### src/rtl/mem_arbiter_pkg.sv
// Shared encodings for the data-memory arbiter: FSM states, requester IDs
// and the DM MemWrBits/MemRBits size codes carried through unchanged.
package mem_arbiter_pkg;

  typedef enum logic [1:0] {
    ARB_IDLE   = 2'd0,
    ARB_ACCESS = 2'd1,
    ARB_RESP   = 2'd2
  } arb_state_e;

  localparam logic ARB_M0 = 1'b0;
  localparam logic ARB_M1 = 1'b1;

  // DM MemWrBits
  localparam logic [1:0] WR_WORD = 2'b00;
  localparam logic [1:0] WR_HALF = 2'b01;
  localparam logic [1:0] WR_BYTE = 2'b10;

  // DM MemRBits
  localparam logic [2:0] RD_LW  = 3'b000;
  localparam logic [2:0] RD_LH  = 3'b001;
  localparam logic [2:0] RD_LHU = 3'b010;
  localparam logic [2:0] RD_LB  = 3'b011;
  localparam logic [2:0] RD_LBU = 3'b100;

  // Wide enough for the largest legal LATENCY (15).
  localparam int CNT_W = 4;

endpackage

### src/rtl/mem_arbiter_if.sv
// Requester channel (req/ack handshake) and DM port bundle for the arbiter.
// master = side that initiates the transfer, slave = side that answers.
interface mem_arbiter_if #(
  parameter int AW = 32,
  parameter int DW = 32
) ();
  logic          req;
  logic          we;
  logic [1:0]    wrbits;
  logic [2:0]    rbits;
  logic [AW-1:0] addr;
  logic [DW-1:0] wdata;
  logic          ack;
  logic [DW-1:0] rdata;

  modport master (output req, we, wrbits, rbits, addr, wdata, input ack, rdata);
  modport slave  (input req, we, wrbits, rbits, addr, wdata, output ack, rdata);
endinterface

interface mem_arbiter_mem_if #(
  parameter int AW = 32,
  parameter int DW = 32
) ();
  logic          rd;
  logic          wr;
  logic [1:0]    wrbits;
  logic [2:0]    rbits;
  logic [AW-1:0] addr;
  logic [DW-1:0] wdata;
  logic [DW-1:0] rdata;

  modport master (output rd, wr, wrbits, rbits, addr, wdata, input rdata);
  modport slave  (input rd, wr, wrbits, rbits, addr, wdata, output rdata);
endinterface

### src/rtl/mem_arbiter.sv
// Round-robin arbiter sharing one data-memory port between m0 (CPU) and m1 (loader/debug).
// A grant freezes the winner's request, holds it on the port for LATENCY cycles, then acks once.
module mem_arbiter
  import mem_arbiter_pkg::*;
#(
  parameter int LATENCY = 1,
  parameter int AW      = 32,
  parameter int DW      = 32
) (
  input  logic              clk,
  input  logic              rst,
  mem_arbiter_if.slave      m0,
  mem_arbiter_if.slave      m1,
  mem_arbiter_mem_if.master mem,
  output logic              busy,
  output logic              owner
);

  arb_state_e       r_state, w_state;
  logic [CNT_W-1:0] r_cnt, w_cnt;
  logic             r_last, w_last;
  logic             r_owner, w_owner;
  logic             r_we, w_we;
  logic [1:0]       r_wrbits, w_wrbits;
  logic [2:0]       r_rbits, w_rbits;
  logic [AW-1:0]    r_addr, w_addr;
  logic [DW-1:0]    r_wdata, w_wdata;
  logic [DW-1:0]    r_rdata, w_rdata;
  logic             w_gnt_m0, w_gnt_m1, w_access, w_resp;

  always_ff @(posedge clk or negedge rst) begin
    if (!rst) begin
      r_state  <= ARB_IDLE;
      r_cnt    <= '0;
      r_last   <= ARB_M1;
      r_owner  <= ARB_M0;
      r_we     <= 1'b0;
      r_wrbits <= '0;
      r_rbits  <= '0;
      r_addr   <= '0;
      r_wdata  <= '0;
      r_rdata  <= '0;
    end else begin
      r_state  <= w_state;
      r_cnt    <= w_cnt;
      r_last   <= w_last;
      r_owner  <= w_owner;
      r_we     <= w_we;
      r_wrbits <= w_wrbits;
      r_rbits  <= w_rbits;
      r_addr   <= w_addr;
      r_wdata  <= w_wdata;
      r_rdata  <= w_rdata;
    end
  end

  // On a tie the requester that did not win last time goes next.
  assign w_gnt_m0 = m0.req & (~m1.req | (r_last == ARB_M1));
  assign w_gnt_m1 = m1.req & ~w_gnt_m0;

  always_comb begin
    w_state  = r_state;
    w_cnt    = r_cnt;
    w_last   = r_last;
    w_owner  = r_owner;
    w_we     = r_we;
    w_wrbits = r_wrbits;
    w_rbits  = r_rbits;
    w_addr   = r_addr;
    w_wdata  = r_wdata;
    w_rdata  = r_rdata;
    case (r_state)
      ARB_IDLE: begin
        if (w_gnt_m0 | w_gnt_m1) begin
          w_owner = w_gnt_m1 ? ARB_M1 : ARB_M0;
          w_last  = w_owner;
          if (w_gnt_m1) begin
            w_we = m1.we; w_wrbits = m1.wrbits; w_rbits = m1.rbits;
            w_addr = m1.addr; w_wdata = m1.wdata;
          end else begin
            w_we = m0.we; w_wrbits = m0.wrbits; w_rbits = m0.rbits;
            w_addr = m0.addr; w_wdata = m0.wdata;
          end
          w_cnt   = CNT_W'(LATENCY - 1);
          w_state = ARB_ACCESS;
        end
      end
      ARB_ACCESS: begin
        if (r_cnt == '0) begin
          if (!r_we) w_rdata = mem.rdata;
          w_state = ARB_RESP;
        end else begin
          w_cnt = r_cnt - 1'b1;
        end
      end
      ARB_RESP: w_state = ARB_IDLE;
      default:  w_state = ARB_IDLE;
    endcase
  end

  // Strobes decode straight from state so an async reset drops them at once.
  assign w_access   = (r_state == ARB_ACCESS);
  assign w_resp     = (r_state == ARB_RESP);
  assign mem.rd     = w_access & ~r_we;
  assign mem.wr     = w_access & r_we;
  assign mem.wrbits = r_wrbits;
  assign mem.rbits  = r_rbits;
  assign mem.addr   = r_addr;
  assign mem.wdata  = r_wdata;

  assign m0.ack   = w_resp & (r_owner == ARB_M0);
  assign m1.ack   = w_resp & (r_owner == ARB_M1);
  assign m0.rdata = m0.ack ? r_rdata : '0;
  assign m1.rdata = m1.ack ? r_rdata : '0;

  assign busy  = (r_state != ARB_IDLE);
  assign owner = r_owner;

endmodule

### src/flat_wrapper.sv
// flat-port wrapper written by rule: the top's interface ports become plain ports
module mem_arbiter_flat import mem_arbiter_pkg::*;
#(
  parameter int LATENCY = 1,
  parameter int AW      = 32,
  parameter int DW      = 32
)
  (clk, rst, busy, owner, m0_req, m0_we, m0_wrbits, m0_rbits, m0_addr, m0_wdata, m0_ack, m0_rdata, m1_req, m1_we, m1_wrbits, m1_rbits, m1_addr, m1_wdata, m1_ack, m1_rdata, mem_rd, mem_wr, mem_wrbits, mem_rbits, mem_addr, mem_wdata, mem_rdata);
  mem_arbiter_if #(.AW(AW), .DW(DW)) m0_i ();
  mem_arbiter_if #(.AW(AW), .DW(DW)) m1_i ();
  mem_arbiter_mem_if #(.AW(AW), .DW(DW)) mem_i ();
  input  logic clk;
  input  logic rst;
  output logic busy;
  output logic owner;
  input wire logic [$bits(m0_i.req)-1:0] m0_req;
  input wire logic [$bits(m0_i.we)-1:0] m0_we;
  input wire logic [$bits(m0_i.wrbits)-1:0] m0_wrbits;
  input wire logic [$bits(m0_i.rbits)-1:0] m0_rbits;
  input wire logic [$bits(m0_i.addr)-1:0] m0_addr;
  input wire logic [$bits(m0_i.wdata)-1:0] m0_wdata;
  output wire logic [$bits(m0_i.ack)-1:0] m0_ack;
  output wire logic [$bits(m0_i.rdata)-1:0] m0_rdata;
  input wire logic [$bits(m1_i.req)-1:0] m1_req;
  input wire logic [$bits(m1_i.we)-1:0] m1_we;
  input wire logic [$bits(m1_i.wrbits)-1:0] m1_wrbits;
  input wire logic [$bits(m1_i.rbits)-1:0] m1_rbits;
  input wire logic [$bits(m1_i.addr)-1:0] m1_addr;
  input wire logic [$bits(m1_i.wdata)-1:0] m1_wdata;
  output wire logic [$bits(m1_i.ack)-1:0] m1_ack;
  output wire logic [$bits(m1_i.rdata)-1:0] m1_rdata;
  output wire logic [$bits(mem_i.rd)-1:0] mem_rd;
  output wire logic [$bits(mem_i.wr)-1:0] mem_wr;
  output wire logic [$bits(mem_i.wrbits)-1:0] mem_wrbits;
  output wire logic [$bits(mem_i.rbits)-1:0] mem_rbits;
  output wire logic [$bits(mem_i.addr)-1:0] mem_addr;
  output wire logic [$bits(mem_i.wdata)-1:0] mem_wdata;
  input wire logic [$bits(mem_i.rdata)-1:0] mem_rdata;
  assign m0_i.req = m0_req;
  assign m0_i.we = m0_we;
  assign m0_i.wrbits = m0_wrbits;
  assign m0_i.rbits = m0_rbits;
  assign m0_i.addr = m0_addr;
  assign m0_i.wdata = m0_wdata;
  assign m0_ack = m0_i.ack;
  assign m0_rdata = m0_i.rdata;
  assign m1_i.req = m1_req;
  assign m1_i.we = m1_we;
  assign m1_i.wrbits = m1_wrbits;
  assign m1_i.rbits = m1_rbits;
  assign m1_i.addr = m1_addr;
  assign m1_i.wdata = m1_wdata;
  assign m1_ack = m1_i.ack;
  assign m1_rdata = m1_i.rdata;
  assign mem_rd = mem_i.rd;
  assign mem_wr = mem_i.wr;
  assign mem_wrbits = mem_i.wrbits;
  assign mem_rbits = mem_i.rbits;
  assign mem_addr = mem_i.addr;
  assign mem_wdata = mem_i.wdata;
  assign mem_i.rdata = mem_rdata;
  mem_arbiter #(.LATENCY(LATENCY), .AW(AW), .DW(DW)) u_core (.clk(clk), .rst(rst), .m0(m0_i), .m1(m1_i), .mem(mem_i), .busy(busy), .owner(owner));
endmodule
### config.mk
export PLATFORM = sky130hd
export DESIGN_NAME = mem_arbiter_flat
export DESIGN_NICKNAME = d
export VERILOG_FILES = /design/src/rtl/mem_arbiter_pkg.sv /design/src/rtl/mem_arbiter_if.sv /design/src/rtl/mem_arbiter.sv /design/src/flat_wrapper.sv
export SDC_FILE = /design/constraint.sdc
export NUM_CORES = 1
export LEC_CHECK = 0
export BUFFER_PORTS_ARGS = -buffer_cell sky130_fd_sc_hd__buf_2
export CAP_MARGIN = 20
export CORE_AREA = 2 2 121 123
export CTS_BUF_LIST = sky130_fd_sc_hd__clkbuf_16
export DETAILED_ROUTE_END_ITERATION = 12
export DIE_AREA = 0 0 123 125
export GPL_TIMING_DRIVEN = 0
export MAX_ROUTING_LAYER = met4
export PLACE_DENSITY = 0.73
export SLEW_MARGIN = 20
export SYNTH_ARGS = -nofsm -noshare
export SYNTH_HDL_FRONTEND = slang
export SYNTH_SLANG_ARGS = --single-unit
### constraint.sdc
create_clock -name clk -period 2.3 [get_ports clk]
set_clock_uncertainty 0.15 [all_clocks]
set_input_delay 0.115 -clock clk [delete_from_list [all_inputs] [get_ports clk]]
set_output_delay 0.115 -clock clk [all_outputs]
set_load 0.01 [all_outputs]
Word level (Yosys, flattened, before mapping)
Cells that the tools add are included.
{"block": "totals", "regBits": 110, "latchBits": 0, "mem_bits_rw": 0, "romBits": 0, "input_bits": 176, "n_memories": 0}
{"block": "op_classes", "n_addsub": 1, "mul": 0, "n_div": 0, "order_cmp": 0, "n_eq_ne": 5, "shift": 0, "muxes": 14, "n_bitwise": 12, "n_reduce_logical": 8}
{"operator": "$mux W32", "n": 4}
{"operator": "$mux W4", "n": 2}
{"operator": "$pmux W4 S2", "n": 1}
{"operator": "$and A1 B1 Y1", "n": 6}
{"operator": "$mux W2", "n": 3}
{"operator": "$reduce_and A3 Y1", "n": 2}
{"operator": "$logic_not A4 Y1", "n": 1}
{"operator": "$ne A2 B2 Y1 const B", "n": 2}
{"operator": "$not A1 Y1", "n": 4}
{"operator": "$pmux W2 S2", "n": 1}
{"operator": "$reduce_and A2 Y1", "n": 2}
{"operator": "$reduce_bool A2 Y1", "n": 2}
{"operator": "$sub A4 B1 Y4 const B", "n": 1}
{"operator": "$mux W3", "n": 1}
{"operator": "$eq A2 B1 Y1 const B", "n": 1}
{"operator": "$eq A2 B2 Y1 const B", "n": 1}
{"operator": "$logic_not A2 Y1", "n": 1}
{"operator": "$mux W1", "n": 2}
{"operator": "$ne A2 B1 Y1 const B", "n": 1}
{"operator": "$or A1 B1 Y1", "n": 2}

Depth between registers and ports, before layout
{"block": "depth", "word_depth": 8, "mapped_depth": 7, "ltp_nobuf": 5}

Worst setup path after synthesis
OpenSTA, ideal clock, no wires.
{"block": "synth_timing", "kind": "reg2reg", "start": "reg u_core.r_cnt[0]", "end": "reg u_core.r_rdata[0]", "setup_ps": 125, "arrival_time_ps": 1670, "setup_slack_ps": 355, "stages_incl_launch_ff": 8, "path_buffers": 2, "period_less_slack_ps": 1945, "path_cell_list": "dfrtp_1 -> inv_1 -> ha_1 -> nand2b_1 -> or4_4 -> buf_6 -> buf_12 -> mux2_4"}
{"block": "synth_between", "elab_chain_len": 2}
{"item": "from (decl)", "line_no": "mem_arbiter.sv:20", "text": "logic [CNT_W-1:0] r_cnt, w_cnt;"}
{"item": "from (signal assigned)", "line_no": "mem_arbiter.sv:45", "text": "r_cnt <= w_cnt;"}
{"item": "$logic_not A4 Y1", "line_no": "mem_arbiter.sv:89", "text": "if (r_cnt == '0) begin"}
{"item": "$reduce_and A3 Y1 (no source line)"}
{"item": "to (signal assigned)", "line_no": "mem_arbiter.sv:53", "text": "r_rdata <= w_rdata;"}
{"item": "to (decl)", "line_no": "mem_arbiter.sv:28", "text": "logic [DW-1:0] r_rdata, w_rdata;"}
No other way between the ends.
A chain may end at the register's enable or synchronous reset.

Worst setup path in the final report
{"block": "layout_timing", "start": "in m0_req", "end": "reg u_core.r_wdata[0] (netlist: u_core.mem.wdata[0])"}
{"block": "layout_between", "elab_chain_len": 5, "word_cells_on_any_way": 6, "cone_classes": "1 x mux; 4 x bitwise; 1 x reduce/logical"}
{"item": "from (decl)", "line_no": "flat_wrapper.sv:16", "text": "input wire logic [$bits(m0_i.req)-1:0] m0_req;"}
{"item": "$and A1 B1 Y1 (*)", "line_no": "mem_arbiter.sv:58", "text": "assign w_gnt_m0 = m0.req & (~m1.req | (r_last == ARB_M1));"}
{"item": "$not A1 Y1", "line_no": "mem_arbiter.sv:59", "text": "assign w_gnt_m1 = m1.req & ~w_gnt_m0;"}
{"item": "$and A1 B1 Y1", "line_no": "mem_arbiter.sv:59"}
{"item": "$or A1 B1 Y1", "line_no": "mem_arbiter.sv:74", "text": "if (w_gnt_m0 | w_gnt_m1) begin"}
{"item": "$reduce_and A2 Y1 (no source line)"}
{"item": "to (signal assigned)", "line_no": "mem_arbiter.sv:52", "text": "r_wdata <= w_wdata;"}
{"item": "to (decl)", "line_no": "mem_arbiter.sv:27", "text": "logic [DW-1:0] r_wdata, w_wdata;"}
Every way passes the cells marked *; elsewhere a longest branch is shown, timed or not.

==> metrics.md <==
| Metric | Value |
|---|---|
| Clock Latency Late Sink | `between 0.3 and 0.4 ns` |
| Mapped Nets | `approximately 680` |
| Pleak | `4.67 nW` |
| CP required | `2.40 ns` |
| Vias | `approximately 6.4k` |
| Crit-path most repeated cell | `clkbuf_1` |
| Number of placed cells counting well taps | `about 1k` |
| Ys flop type | `dfrtp_1` |
| Detailed Place HPWL | `13,400 µm` |
| DRT antenna net count | `0` |
| Synth unique cells | `34` |
| Yosys top cell area share | `roughly half` |
| Nets@finish | `between 1k and 1.5k` |
| Clock transition at path regs | `0.07 ns` |
| Clock power share | `about 14%` |
| Post-Syn Area | `~0.0055 mm²` |
| Async SR Flop Fraction | `100%` |
| Final hold vios | `0` |
| Syn. warnings | `0` |
| Global-route wire length before repair | `about 34,000 µm` |
| Fraction of layout cells with a size suffix above 1 | `a little under two fifths` |
| Initial Util | `38.9%` |
| Hold Crit Class | `primary input to async pin` |
| DIE HEIGHT | `125 µm` |
| Minimum clock period | `2.20 ns` |
| Die area | `between 0.015 and 0.02 mm²` |
| Sequential share of the synthesized area | `roughly half` |
| FF+latch count, synth | `110` |
| Root Buffer | `clkbuf_16` |
| Psw | `just under 4 mW` |
| Port buffer count | `314` |
| Setup slack, reg-to-reg | `between 0.15 and 0.2 ns` |
| Buffers & Inverters on Critical Path | `4` |
| Clock Sinks | `between 100 and 150` |
| Avg WL per Cell | `roughly 19 µm` |
| 1st-iter DRT viols | `approximately 350` |
| CP Launch Type | `primary input` |
| Maximum buffer depth of the clock tree | `2` |
| Slew margin rel. | `between 50 and 60%` |
| Post-synth EDFFs | `0` |
| Row cnt | `44` |
| Setup violations, final | `0` |
| CP Capture Type | `flip-flop` |
| Filler cell count | `roughly 1.0k` |
| Final WL | `between 20,000 and 25,000 µm` |
| Post-layout util | `66.0%` |
| Vias in the first global route | `6,736` |
| Worst VDD drop | `a little over 600 µV` |
| Comb pwr share | `51.3%` |
| GRT Resource Usage Total | `29.2%` |
| Internal | `~6.3 mW` |
| CTS tree | `built` |
| Tot Pwr | `between 10 and 15 mW` |
| H-tree lvl count | `3` |
| DR DRC count | `0` |
| Vias/cell | `5.33` |
| RSZ-0062 raised after global routing | `false` |
| Most frequent cells in the layout | `buf_2 (320), dlygate4sd3_1 (175), dfrtp_1 (109)` |
| Sequential share of power | `34.8%` |
| Worst Path Max Fanout | `10` |
| Switching part of the total power | `roughly two fifths` |
| Critical path arrival | `about 2.3 ns` |
| Syn avg cell area | `11.0 µm²` |
| Max-capacitance violation count | `0` |
| CP delay by family, top | `buffers and inverters` |
| Area leader, netlist | `dfrtp_1` |
| Outcome | `finished, final reports clean` |
| Die Width | `approximately 120 µm` |
| Mapped Cells | `501` |
| 1st-pass router iterations | `5` |
| Pwr Density | `~1100 mW/mm²` |
| Syn-to-layout area delta | `70.0%` |
| Max frequency | `around 460 MHz` |
| I/O pin cnt | `approximately 320` |
| Postcts setup bufs | `0` |
| Initial antenna violation count | `0` |
| Hold_ws | `roughly 0.12 ns` |
| Slew Limit Fails | `0` |
| Total CTS buffers | `9` |
| WS Path Type | `primary input to flip-flop` |
| Final cell count without fillers | `roughly 1.2k` |
| Core ar. | `0.0142 mm²` |
| Critical Path, Cell by Cell | `dlygate4sd3_1 -> buf_2 -> nor2_1 -> clkbuf_1 -> clkbuf_1 -> a211oi_1 -> a2bb2oi_1` |
| Worst Tran Pin Value | `around 0.7 ns` |
| Worst-path cell with the longest stage delay | `dlygate4sd3_1` |
| CP max stage delay | `0.54 ns` |
| Total gr overflow | `0` |
| Area contributors post-synth | `dfrtp_1 (49%), a2bb2oi_1 (11%), a211oi_1 (9.5%)` |
| GP Congestion | `around 0.84` |
| Commonest non-fill, non-tap cell in the layout | `buf_2` |
| Largest net degree at the start of global routing | `66` |
| Crit share post-route | `95.6%` |
## layer usage
| layer | share of wire [%] | GRT usage [%] | up-vias |
|---|---|---|---|
| li1 | - | - | 2825 |
| met1 | 37 | 32.0 | 2979 |
| met2 | 48 | 47.0 | 433 |
| met3 | 8.3 | 6.07 | 120 |
| met4 | 6.8 | 20.4 | 0 |
| met5 | 0 | - | - |
## stage by stage
step                setup slack, ns  instance area, µm²  TNS (ns)
finish                        0.102                9380         0
global route                 0.0224                9380         0
CTS                          0.0668                9370         0
detailed placement           -0.149                7350     -4.78
global placement             -0.348                7320    -41.70
floorplan                     0.355                5520         0
## power by group through the flow
stage               clock [mW]  sequential [mW]  combinational (mW)
floorplan                    0             3.69                2.81
global placement             0             3.48                4.76
detailed placement           0             3.49                4.85
CTS                       1.45             3.49                5.10
global route              1.52             3.65                5.59
finish                    1.42             3.55                5.23
## flip-flops by register name, indices dropped and copies added (netlist names)
register / flops
u_core.r_we: 1
u_core.mem.wdata: 32
u_core.r_last: 1
u_core.mem.rbits: 3
u_core.r_state: 2
u_core.mem.addr: 32
u_core.r_rdata: 32
u_core.owner: 1
u_core.r_cnt: 4
u_core.mem.wrbits: 2
## cells by family after synthesis
logic type               synth area share (%)
AND/OR/NAND/NOR                          14.3
AO/OA/AOI/OAI                            22.0
flip-flops                               49.9
buffers and inverters                    4.65
multiplexers                             8.93
adder cells (fa/ha/maj)                 0.227
## timing repair
item,CTS,global route
gates resized for setup,3,7
hold buffers,175,0
hold endpoints to repair,212,0
endpoints found under the setup margin,87,27
## final timing paths
path,startpoint,endpoint,cells past startpoint
worst min-delay path,rst,u_core.r_rdata[22],2
min in group clk,m1_req,u_core.mem.addr[31],4
worst min register to register,u_core.r_cnt[0],u_core.r_cnt[0],1
worst max register to register,u_core.r_last,u_core.mem.wdata[3],5
worst max-delay path,m0_req,u_core.mem.wdata[0],7
max in group asynchronous,rst,u_core.r_last,3
## area by class of cell
cell class | count | area [µm²] | share of cell area, %
clock inverters | 7 | 32.5 | 0.347
inverters | 3 | 11.3 | 0.120
repair buffers | 490 | 3360 | 35.8
diodes | 1 | 2.50 | 0.0267
multi-input cells | 340 | 2520 | 26.9
well taps | 184 | 230 | 2.45
clock buffers | 9 | 225 | 2.40
plain buffers | 48 | 249 | 2.65
flip-flops and latches | 110 | 2750 | 29.4
## cells in the mapped netlist (2+ instances only)
cell type	count
nand2_1	71
mux2_2	2
mux2_4	30
nand4b_1	2
a211oi_1	70
nor3_1	2
dfrtp_1	109
inv_1	2
nand3b_1	2
buf_12	3
o211ai_1	2
and2_1	65
buf_2	7
a2bb2oi_1	70
clkbuf_1	36
nor2_1	4
mux2i_1	2
o21ai_0	6
(Power assumes the default switching activity.)
